## src/rtl/priority_encoder_scan_if.sv

```systemverilog
// Request/beat bundle for priority_encoder_scan: vector-in handshake plus index-out handshake.
// master = producer of vectors / consumer of beats; slave = the encoder itself.
interface priority_encoder_scan_if #(
    parameter int WIDTH = 8
);
    localparam int IDX_W = $clog2(WIDTH);

    logic [WIDTH-1:0] in_vec;
    logic             in_scan;
    logic             in_valid;
    logic             in_ready;
    logic [IDX_W-1:0] out_idx;
    logic             out_zero;
    logic             out_last;
    logic [IDX_W:0]   out_count;
    logic             out_valid;
    logic             out_ready;

    modport master (
        output in_vec, in_scan, in_valid, out_ready,
        input  in_ready, out_idx, out_zero, out_last, out_count, out_valid
    );

    modport slave (
        input  in_vec, in_scan, in_valid, out_ready,
        output in_ready, out_idx, out_zero, out_last, out_count, out_valid
    );
endinterface

```

## src/rtl/priority_encoder_scan.sv

```systemverilog
// Sequential priority encoder: accepts a request vector, then emits either the top-priority
// index (single mode) or every set bit in priority order (scan mode), one beat per transfer.
module priority_encoder_scan #(
    parameter int WIDTH     = 8,
    parameter bit MSB_FIRST = 1'b1
) (
    input logic                   clk,
    input logic                   rst,
    priority_encoder_scan_if.slave bus
);
    localparam int IDX_W = $clog2(WIDTH);
    localparam int CNT_W = IDX_W + 1;

    typedef enum logic {
        IDLE,
        EMIT
    } state_e;

    state_e           state_q, state_d;
    logic [WIDTH-1:0] pend_q, pend_d;
    logic             zero_q, zero_d;
    logic [CNT_W-1:0] count_q, count_d;

    logic [IDX_W-1:0] head_idx, in_head_idx;
    logic [WIDTH-1:0] head_bit, in_head_bit;
    logic             head_single;
    logic             emit_last;

    logic             in_ready;
    logic             out_valid;
    logic [IDX_W-1:0] out_idx;
    logic             out_zero;
    logic             out_last;
    logic [CNT_W-1:0] out_count;

    // Scans the whole vector so the highest-priority set bit wins; only real bits are visited.
    function automatic logic [IDX_W-1:0] first_idx(input logic [WIDTH-1:0] v);
        logic [IDX_W-1:0] idx;
        idx = '0;
        for (int unsigned i = 0; i < WIDTH; i++) begin
            if (MSB_FIRST) begin
                if (v[i]) idx = IDX_W'(i);
            end else begin
                if (v[WIDTH-1-i]) idx = IDX_W'(WIDTH-1-i);
            end
        end
        return idx;
    endfunction

    function automatic logic [CNT_W-1:0] popcount(input logic [WIDTH-1:0] v);
        logic [CNT_W-1:0] c;
        c = '0;
        for (int unsigned i = 0; i < WIDTH; i++) begin
            c = c + CNT_W'(v[i]);
        end
        return c;
    endfunction

    always_comb begin
        head_idx    = first_idx(pend_q);
        head_bit    = WIDTH'(1) << head_idx;
        in_head_idx = first_idx(bus.in_vec);
        in_head_bit = WIDTH'(1) << in_head_idx;
        head_single = (pend_q != '0) && ((pend_q & (pend_q - WIDTH'(1))) == '0);
        emit_last   = zero_q | head_single;
    end

    always_comb begin
        state_d   = state_q;
        pend_d    = pend_q;
        zero_d    = zero_q;
        count_d   = count_q;
        in_ready  = 1'b0;
        out_valid = 1'b0;
        out_idx   = '0;
        out_zero  = 1'b0;
        out_last  = 1'b0;
        out_count = '0;

        case (state_q)
            IDLE: begin
                in_ready = 1'b1;
                if (bus.in_valid) begin
                    zero_d  = (bus.in_vec == '0);
                    state_d = EMIT;
                    if (bus.in_scan) begin
                        pend_d  = bus.in_vec;
                        count_d = (bus.in_vec == '0) ? CNT_W'(1) : popcount(bus.in_vec);
                    end else begin
                        // Masking with in_vec keeps a zero vector's pending set empty.
                        pend_d  = in_head_bit & bus.in_vec;
                        count_d = CNT_W'(1);
                    end
                end
            end
            EMIT: begin
                out_valid = 1'b1;
                out_idx   = head_idx;
                out_zero  = zero_q;
                out_last  = emit_last;
                out_count = count_q;
                if (bus.out_ready) begin
                    pend_d = pend_q & ~head_bit;
                    if (emit_last) state_d = IDLE;
                end
            end
            default: state_d = IDLE;
        endcase
    end

    always_ff @(posedge clk) begin
        if (rst) begin
            state_q <= IDLE;
            pend_q  <= '0;
            zero_q  <= 1'b0;
            count_q <= '0;
        end else begin
            state_q <= state_d;
            pend_q  <= pend_d;
            zero_q  <= zero_d;
            count_q <= count_d;
        end
    end

    assign bus.in_ready  = in_ready;
    assign bus.out_valid = out_valid;
    assign bus.out_idx   = out_idx;
    assign bus.out_zero  = out_zero;
    assign bus.out_last  = out_last;
    assign bus.out_count = out_count;
endmodule

```

## src/flat_wrapper.sv

```systemverilog
// flat-port wrapper written by rule: the top's interface ports become plain ports
module priority_encoder_scan_flat 
#(
    parameter int WIDTH     = 8,
    parameter bit MSB_FIRST = 1'b1
)
  (clk, rst, bus_in_vec, bus_in_scan, bus_in_valid, bus_out_ready, bus_in_ready, bus_out_idx, bus_out_zero, bus_out_last, bus_out_count, bus_out_valid);
  priority_encoder_scan_if #(.WIDTH(WIDTH)) bus_i ();
  input logic clk;
  input logic rst;
  input wire logic [$bits(bus_i.in_vec)-1:0] bus_in_vec;
  input wire logic [$bits(bus_i.in_scan)-1:0] bus_in_scan;
  input wire logic [$bits(bus_i.in_valid)-1:0] bus_in_valid;
  input wire logic [$bits(bus_i.out_ready)-1:0] bus_out_ready;
  output wire logic [$bits(bus_i.in_ready)-1:0] bus_in_ready;
  output wire logic [$bits(bus_i.out_idx)-1:0] bus_out_idx;
  output wire logic [$bits(bus_i.out_zero)-1:0] bus_out_zero;
  output wire logic [$bits(bus_i.out_last)-1:0] bus_out_last;
  output wire logic [$bits(bus_i.out_count)-1:0] bus_out_count;
  output wire logic [$bits(bus_i.out_valid)-1:0] bus_out_valid;
  assign bus_i.in_vec = bus_in_vec;
  assign bus_i.in_scan = bus_in_scan;
  assign bus_i.in_valid = bus_in_valid;
  assign bus_i.out_ready = bus_out_ready;
  assign bus_in_ready = bus_i.in_ready;
  assign bus_out_idx = bus_i.out_idx;
  assign bus_out_zero = bus_i.out_zero;
  assign bus_out_last = bus_i.out_last;
  assign bus_out_count = bus_i.out_count;
  assign bus_out_valid = bus_i.out_valid;
  priority_encoder_scan #(.WIDTH(WIDTH), .MSB_FIRST(MSB_FIRST)) u_core (.clk(clk), .rst(rst), .bus(bus_i));
endmodule
```

## config.mk

```make
export PLATFORM = sky130hd
export DESIGN_NAME = priority_encoder_scan_flat
export DESIGN_NICKNAME = d
export VERILOG_FILES = /design/src/rtl/priority_encoder_scan_if.sv /design/src/rtl/priority_encoder_scan.sv /design/src/flat_wrapper.sv
export SDC_FILE = /design/constraint.sdc
export NUM_CORES = 1
export LEC_CHECK = 0
export CORE_MARGIN = 8
export CORE_UTILIZATION = 26
export DETAILED_ROUTE_END_ITERATION = 16
export GPL_ROUTABILITY_DRIVEN = 0
export SETUP_SLACK_MARGIN = 0.1
export SYNTH_ARGS = -nofsm -noshare
export SYNTH_HDL_FRONTEND = slang
export SYNTH_SLANG_ARGS = --single-unit
export TNS_END_PERCENT = 30
```

## constraint.sdc

```tcl
create_clock -name clk -period 3.8 [get_ports clk]
set_input_delay 0.95 -clock clk [delete_from_list [all_inputs] [get_ports clk]]
set_output_delay 0.95 -clock clk [all_outputs]
set_load 0.01 [all_outputs]
```

# Word-level counts from Yosys, hierarchy flattened
# Index checks and enable logic that the tools add are counted.
# totals
ff_bits	14
out_inout_bits	11
# op_classes
add_sub_neg	8
n_eq_ne	2
shifts	2
n_mux	30
bitwise	6
reduce_logical	6
# op_table
operator	count
$mux 3	9
$add 4x1->4	6
$and 8x8->8	3
$mux 8	3
$logic_not 8->1	2
$pmux 8 s2	1
$shl 1x3->8 const A	2
$mux 4	3
$mux 1	9
$mux 2	4
$not 8->8	1
$reduce_bool 8->1	1
$sub 8x1->8 const B	1
$ne 2x2->1 const B	2
$reduce_and 2->1	2
$add 1x1->2	1
$pmux 1 s2	1
$logic_and 1x1->1	1
$not 1->1	1
$or 1x1->1	1

# Logic depth before layout (Yosys ltp)
# Gate-level depths: netlist of the first run.
# depth
depth_word	12
depth_mapped	10

# Worst setup path after synthesis of the first run
# Ideal clock, no wire load.
# synth_path
kind	input port to flip-flop
from	input port bus_in_vec[0]
to	register u_core.count_q[2]
arrival_time_ns	3.328
slack_ns	0.355
stages	10
n_path_buf	0
cell_sequence	inv_1 ha_1 inv_1 fa_1 fa_1 inv_1 fa_1 fa_1 xor2_1 a22o_1
# synth_between
elab_chain_cells	9
elab_cells_between_ends	10
cone_classes	add/sub: 7; mux: 2; reduce/logical: 1
# synth_lines
element	line_no	source
start, declared	flat_wrapper.sv:11	input wire logic [$bits(bus_i.in_vec)-1:0] bus_in_vec;
$add 1x1->2	priority_encoder_scan.sv:54	c = c + CNT_W'(v[i]);
$add 4x1->4 (6 in series)	priority_encoder_scan.sv:54	
$mux 4 (*)	priority_encoder_scan.sv:88	count_d = (bus.in_vec == '0) ? CNT_W'(1) : popcount(bus.in_vec);
$mux 4 (*)	priority_encoder_scan.sv:86	if (bus.in_scan) begin
end signal, assigned	priority_encoder_scan.sv:121	count_q <= count_d;
end, declared	priority_encoder_scan.sv:22	logic [CNT_W-1:0] count_q, count_d;
# Mark *: on every way between the ends. The rest lies on a longest branch, timed or not.
# A chain may end at the register's enable or synchronous reset.

# Worst setup path after layout of the first run
# layout_path
from	input port bus_in_vec[2]
to	register u_core.count_q[2]
# layout_between
elab_chain_cells	8
elab_cells_between_ends	9
cone_classes	add/sub: 6; mux: 2; reduce/logical: 1
# layout_lines
element	line_no
$add 4x1->4 (6 in series)	priority_encoder_scan.sv:54
$mux 4 (*)	priority_encoder_scan.sv:88
$mux 4 (*)	priority_encoder_scan.sv:86
# Marks and branches as above.

==> out/summary.txt, run 1 <==
Status -> finished, final reports clean
Final setup violation count -> 0
Wire length per cell after detailed routing -> 13.4 µm
Number of unique standard cell types used by synthesis -> 36
Max_cap viols -> 0
Clock root buffer -> sky130_fd_sc_hd__clkbuf_8
Multi-input combinational cell area -> 682 µm²
Largest vdd supply drop -> 0.135 mV
Synth Area in Compound Gates -> 22.7%
Data required, critical path -> 3.93 ns
Detailed placement HPWL -> 2.27 mm
Crit path launch type -> input pin
Max stage delay cell, worst path -> sky130_fd_sc_hd__clkdlybuf4s50_1
Critical setup path kind -> in2reg
DR vias -> 987
Initial antenna violation count -> 0
Top achievable clock speed -> 283 MHz
Latest clock arrival within the worst-skew pair -> 0.24 ns
Synthesized-area fraction occupied by xor and xnor cells -> 1.73%
Slew of the pin with the lowest slew margin -> 0.517 ns
Ys Warns -> 0
Die outline height -> 78.3 µm
CTS H-tree lvls -> 1
DRC violations left -> 0
Fill count -> 404
Full die area -> 6130 µm²
Delay of the slowest cell on the worst path -> 0.49 ns
Number of buffers added by the clock tree synthesis step -> 3
Leakage power total -> 0.000577 µW
Crit path time final -> 3.53 ns
Total Power Consumption -> 417 µW
Clock Skew -> 0.00134 ns
Routed Antenna Nets -> 0
GRT Util Overall -> 9.30%
Post-synthesis instance area -> 1010 µm²
Slew Limit Fails -> 0
Vias in the first global route -> 1102
Total of buffers placed on input and output ports -> 23
Fraction of the mapped netlist area in adder cells -> 12.9%
FP Rows -> 22
Wire length of the first global-routing pass -> 4.80 mm
Arrival time at the worst endpoint -> 3.66 ns
Diodes inserted -> 0
Cell count after synthesis -> 126
Net total in the final layout -> 177
Top cell type's share of synthesized area -> 27.8%
Most frequent cells in the layout -> sky130_fd_sc_hd__clkdlybuf4s50_1, sky130_fd_sc_hd__nor2_1, sky130_fd_sc_hd__dfxtp_1
Placed Cells incl. Taps -> 199
Area Growth Syn to Fin -> 36.1%
Clock tree sinks -> 14
Proportion of layout cells with a drive suffix above 1 -> 8.44%
Starting DRC count in detailed routing -> 104
Worst Path Buf+Inv -> 3
Number of synthesized register bits -> 14
Routed wire length -> 2.71 mm
Leading post-synthesis cells by cell area -> sky130_fd_sc_hd__dfxtp_1, sky130_fd_sc_hd__fa_1, sky130_fd_sc_hd__nor2_1
Cell Count, Final, Fillers Out -> 202
Sum of overflow across all layers after global routing -> 0
Classification of the worst-slack hold path -> reg2reg
Final Hold Violating Endpoints -> 0
Synth Area in Simple Gates -> 28.7%
Maximum net fanout on the critical path -> 2
Power density of the placed cells -> 303 nW/µm²
Drt via density -> 4.89
Worst path top cell family by delay -> adder cells
Most area-hungry cell type in the Yosys netlist -> sky130_fd_sc_hd__dfxtp_1
Syn nets -> 147
RSZ-0062 raised after global routing -> no
Clock tree from TritonCTS -> built
Maximum number of pins on one net before global-route repair -> 15
Leading cell type in the layout, fill and taps excluded -> sky130_fd_sc_hd__clkdlybuf4s50_1
Sequential cell area -> 280 µm²
List of cells traversed by the critical path -> clkdlybuf4s50_1 -> inv_1 -> fa_1 -> fa_1 -> inv_1 -> fa_2 -> fa_2 -> xor2_1 -> a22o_1
Clock input transition at the sequential cells of the worst setup and hold paths -> 0.05 ns
Effective utilization at floorplan -> 27.4%
Width of the chip -> 78.3 µm
Number of top-level pins -> 24
Post-CTS setup repair buffer count -> 0
Clock Tree Buf Depth -> 2
Normalized max-slew margin -> 65.5%
Part of the Yosys area used for sequential elements -> 27.8%
Crit. End Element -> flop
Main combinational cell family by area after synthesis -> simple AND/OR/NAND/NOR gates
Detailed-router iteration count before antenna repair -> 4
Core Area -> 3690 µm²
Multiplexer area fraction after synthesis -> 0.991%
Count of hold buffers inserted by post-cts repair -> 0
Mapped Avg Cell Area -> 8.01 µm²
Portion of the clock cycle consumed by the worst path in the final layout -> 92.9%
power breakdown:
| group | internal [µW] | total (µW) | leakage [µW] | switching [µW] |
|---|---|---|---|---|
| sequential | 155 | 166 | 0.000114 | 10.7 |
| clock | 69.9 | 117 | 0.0000216 | 47.4 |
| combinational | 65.6 | 134 | 0.000442 | 68.2 |
| total | 290 | 417 | 0.000577 | 126 |
final timing paths:
kind	start	end	slack, ns	cells after the start
hold / removal	u_core.count_q[3]	u_core.count_q[3]	0.46	1
hold reg to reg	u_core.count_q[3]	u_core.count_q[3]	0.46	1
setup / recovery	bus_in_vec[2]	u_core.count_q[2]	0.27	9
setup reg to reg	u_core.state_q	u_core.pend_q[1]	2.08	5
area by class of cell:
| class | instances | area share [%] |
|---|---|---|
| clock buffer | 3 | 3.01 |
| inverter | 12 | 3.28 |
| timing repair buffer | 27 | 19.3 |
| tap | 48 | 4.37 |
| multi-input combinational | 98 | 49.6 |
| sequential | 14 | 20.4 |
worst reg2reg max path, delay by kind of cell (launching register included):
family,cells,cell delay [ns]
DFF,1,0.64
and+or+nand+nor,1,0.23
muxes,1,0.26
AOI/OAI and AO/OA,3,0.48
cell usage after synthesis, drive strengths merged:
| cell type | count |
|---|---|
| nor3 | 6 |
| a32o | 1 |
| nor2b | 2 |
| a22oi | 1 |
| a21o | 3 |
| or2 | 1 |
| and2 | 6 |
| clkbuf | 2 |
| a222oi | 1 |
| a21oi | 10 |
| xor2 | 1 |
| o21a | 1 |
| a31o | 1 |
| nor3b | 1 |
| nor4 | 4 |
| fa | 4 |
| and4b | 1 |
| nor2 | 18 |
| inv | 12 |
| mux2i | 1 |
| xnor2 | 1 |
| nand3 | 2 |
| a2bb2oi | 1 |
| o21ai | 5 |
| a22o | 2 |
| dfxtp | 14 |
| nand3b | 3 |
| nand2 | 8 |
| or2b | 1 |
| ha | 4 |
| o21bai | 2 |
| o31a | 1 |
| o211ai | 5 |
layer usage:
layer | part of all wire [%] | GRT usage [%] | routed length, µm
met5 | 0 | 0 | 0
met2 | 51 | 17.5 | 1400
met3 | 3.5 | 2.28 | 94
met4 | 0.63 | 2.59 | 17
met1 | 44 | 9.99 | 1210
kinds of logic (layout without fill, tap and decap cells):
logic type | Yosys count | after routing
and+or+nand+nor | 53 | 53
AOI/OAI and AO/OA | 34 | 34
adders and majority gates | 8 | 8
xor gates and xnor gates | 2 | 2
buffers and inverters | 14 | 42
muxes | 1 | 1
DFF | 14 | 14
repair_timing:
action | CTS | global route
pin swaps | 0 | 3
setup endpoints to repair | 2 | 2
hold endpoints to repair | 0 | 0
resized for setup | 2 | 2
gates cloned | 0 | 0
flip-flops by register name, indices dropped and copies added, names as in the netlist:
| register | cells |
|---|---|
| u_core.state_q | 1 |
| u_core.zero_q | 1 |
| u_core.pend_q | 8 |
| u_core.count_q | 4 |
stage by stage:
stage	cell area, µm²	hold slack [ns]	setup TNS [ns]	utilization [%]	setup slack, ns
floorplan	1010	0.434	0	-	0.355
global placement	1320	0.449	-0.268	35.9	-0.177
detailed placement	1320	0.455	-0.432	35.9	-0.268
CTS	1370	0.470	0	37.1	0.102
global route	1370	0.505	0	37.2	0.184
finish	1370	0.465	0	37.2	0.271
(Power assumes the default switching activity.)
==> inputs of run 2 (changes only) <==
clock period = 4.2 ns   (was 3.8 ns; I/O delays follow)
==> run 2 against run 1 <==
Against the previous run:
- via count stayed put
- largest cell class unchanged
- first-iteration DRC count fell by 11%
- non-clock buffer count down 3
- design area down 2.4%
- worst hold slack about the same
- clock power fell by 8%
- sequential power is 9.6% lower
- clock skew up 0.0034 ns
==> out/summary.txt, run 2 (same netlist as run 1, synthesis figures left out) <==
Effective utilization at floorplan -> 27.4% (unchanged)
Max stage delay cell, worst path -> sky130_fd_sc_hd__clkdlybuf4s50_1
Routed Antenna Nets -> 0 (unchanged)
Number of buffers added by the clock tree synthesis step -> 3 (unchanged)
Initial antenna violation count -> 0 (unchanged)
Post-placement setup slack -> 0.0163 ns (+0.284 ns)
Net total in the final layout -> 174 (-1.7%)
GRT Util Overall -> 9.09% (-0.21 points)
Clock Skew -> 0.00474 ns (+0.00339 ns)
Critical setup path kind -> in2reg
Most frequent CP cell -> sky130_fd_sc_hd__fa_1
Max FFs per register -> 8 (unchanged)
Internal Pwr Total -> 259 µW (-11%)
Slew of the pin with the lowest slew margin -> 0.504 ns (-0.0138 ns)
Full die area -> 6130 µm² (unchanged)
Slew Limit Fails -> 0 (unchanged)
Starting DRC count in detailed routing -> 93 (-11%)
Classification of the worst-slack hold path -> reg2reg
Fraction of power spent switching nets -> 30.4% (+0.087 points)
Registers with the most flip-flops -> u_core.pend_q x8, u_core.count_q x4
Crit path launch type -> input pin
Clock input transition at the sequential cells of the worst setup and hold paths -> 0.06 ns (about the same)
Final Hold Violating Endpoints -> 0 (unchanged)
Post-CTS setup repair buffer count -> 0 (unchanged)
Wire length per cell after detailed routing -> 13.7 µm (+1.7%)
Setup WS post-layout -> 0.289 ns (+0.0181 ns)
Crit path time final -> 3.91 ns
Setup tns final -> 0 ns (unchanged)
Gates resized, CTS repair -> 0 (-2)
DRC violations left -> 0 (unchanged)
Leakage power total -> 0.000546 µW (-5.4%)
Clock tree from TritonCTS -> built
Final setup violation count -> 0 (unchanged)
Largest vdd supply drop -> 0.116 mV (-14%)
Crit. End Element -> flop
Hold WS -> 0.465 ns (+0.000355 ns)
DR vias -> 987 (unchanged)
Fill count -> 405 (+0.25%)
Routed wire length -> 2.72 mm (+0.22%)
Total of buffers placed on input and output ports -> 23 (unchanged)
Sum of overflow across all layers after global routing -> 0 (unchanged)
Top achievable clock speed -> 256 MHz
Clock Tree Buf Depth -> 2 (unchanged)
Max_cap viols -> 0 (unchanged)
Normalized max-slew margin -> 66.4% (+0.92 points)
Core Area -> 3690 µm² (unchanged)
Net load switching power -> 113 µW (-10%)
Detailed placement HPWL -> 2.24 mm (-1.6%)
CTS H-tree lvls -> 1 (unchanged)
Delay of the slowest cell on the worst path -> 0.51 ns (+0.02 ns)
Most frequent cells in the layout -> sky130_fd_sc_hd__clkdlybuf4s50_1, sky130_fd_sc_hd__nor2_1, sky130_fd_sc_hd__dfxtp_1
Proportion of layout cells with a drive suffix above 1 -> 5.30% (-3.1 points)
Latest clock arrival within the worst-skew pair -> 0.24 ns (about the same)
Clock tree sinks -> 14 (unchanged)
Comb pwr share -> 30.7% (-1.4 points)
Clock share of power -> 29.0% (+0.8 points)
Leading cell type in the layout, fill and taps excluded -> sky130_fd_sc_hd__clkdlybuf4s50_1
Data required, critical path -> 4.34 ns (+0.41 ns)
Wire length of the first global-routing pass -> 4.68 mm (-2.4%)
Diodes inserted -> 0 (unchanged)
Clock root buffer -> sky130_fd_sc_hd__clkbuf_8
Vias in the first global route -> 1061 (-3.7%)
Area Growth Syn to Fin -> 32.8%
Power density of the placed cells -> 277 nW/µm² (-8.5%)
Arrival time at the worst endpoint -> 4.05 ns (+0.39 ns)
Width of the chip -> 78.3 µm (unchanged)
List of cells traversed by the critical path -> clkdlybuf4s50_1 -> inv_1 -> ha_1 -> inv_1 -> fa_1 -> fa_1 -> inv_1 -> fa_1 -> fa_1 -> xor2_1 -> a22o_1
Detailed-router iteration count before antenna repair -> 4 (unchanged)
Post-Route Utilization -> 36.4% (-0.88 points)
Seq pwr share -> 40.3% (+0.6 points)
Maximum net fanout on the critical path -> 3 (+1)
Status -> finished, final reports clean
Drt via density -> 4.96 (+1.5%)
Number of top-level pins -> 24 (unchanged)
Die outline height -> 78.3 µm (unchanged)
Portion of the clock cycle consumed by the worst path in the final layout -> 93.1%
Top register by number of flip-flops -> u_core.pend_q
RSZ-0062 raised after global routing -> no
Maximum number of pins on one net before global-route repair -> 15 (unchanged)
FP Rows -> 22 (unchanged)
Count of hold buffers inserted by post-cts repair -> 0 (unchanged)
==> run 2: cell count changes in the layout (fill, tap and decap cells not counted) <==
cell and delta:
sky130_fd_sc_hd__fa_2 -2, sky130_fd_sc_hd__dlymetal6s2s_1 -2, sky130_fd_sc_hd__clkdlybuf4s50_1 +2, sky130_fd_sc_hd__buf_4 -3, sky130_fd_sc_hd__fa_1 +2
==> run 2: stage by stage <==
stage / std cells / area [µm²] / total power (µW)
3_5_place_dp: 196 / 1300 / 268
3_3_place_gp: 196 / 1300 / 265
2_1_floorplan: 126 / 1010 / 221
5_1_grt: 199 / 1340 / 394
4_1_cts: 199 / 1340 / 375
6_report: 199 / 1340 / 372
==> run 2: critical path, delay by kind of cell <==
kind / cells / cell delay, ns
buffers and inverters: 4 / 0.68
AO/OA/AOI/OAI: 1 / 0.19
XOR/XNOR: 1 / 0.15
adder cells (fa/ha/maj): 5 / 1.98
==> run 2: final cells by class <==
type                            instances  area (µm²)  area share (%)
Multi-Input combinational cell         98         677            50.5
Sequential cell                        14         280            20.9
Timing Repair Buffer                   24         238            17.7
Tap cell                               48        60.1            4.48
Inverter                               12        45.0            3.36
Clock buffer                            3        41.3            3.08
==> run 2: final timing paths <==
path | endpoint | cells past startpoint | slack [ns] | from
worst max register to register | u_core.pend_q[1] | 5 | 2.50 | u_core.state_q
worst min register to register | u_core.count_q[3] | 1 | 0.47 | u_core.count_q[3]
worst min-delay path | u_core.count_q[3] | 1 | 0.47 | u_core.count_q[3]
worst max-delay path | u_core.count_q[2] | 11 | 0.29 | bus_in_vec[0]
==> run 2: power groups by stage <==
stage                     clock (µW)  sequential, µW  combinational, µW
after floorplan                    0             149               72.1
after global placement             0             152                113
after detailed placement           0             152                115
after CTS                        110             150                116
after global routing             114             151                128
final                            108             150                114
==> run 2: layer usage <==
layer / wire [µm] / vias to the layer above / track usage, %
li1: - / 497 / -
met4: 71 / 0 / 5.37
met3: 138 / 9 / 2.16
met2: 1310 / 29 / 15.5
met5: 0 / - / 0
met1: 1200 / 452 / 10.1
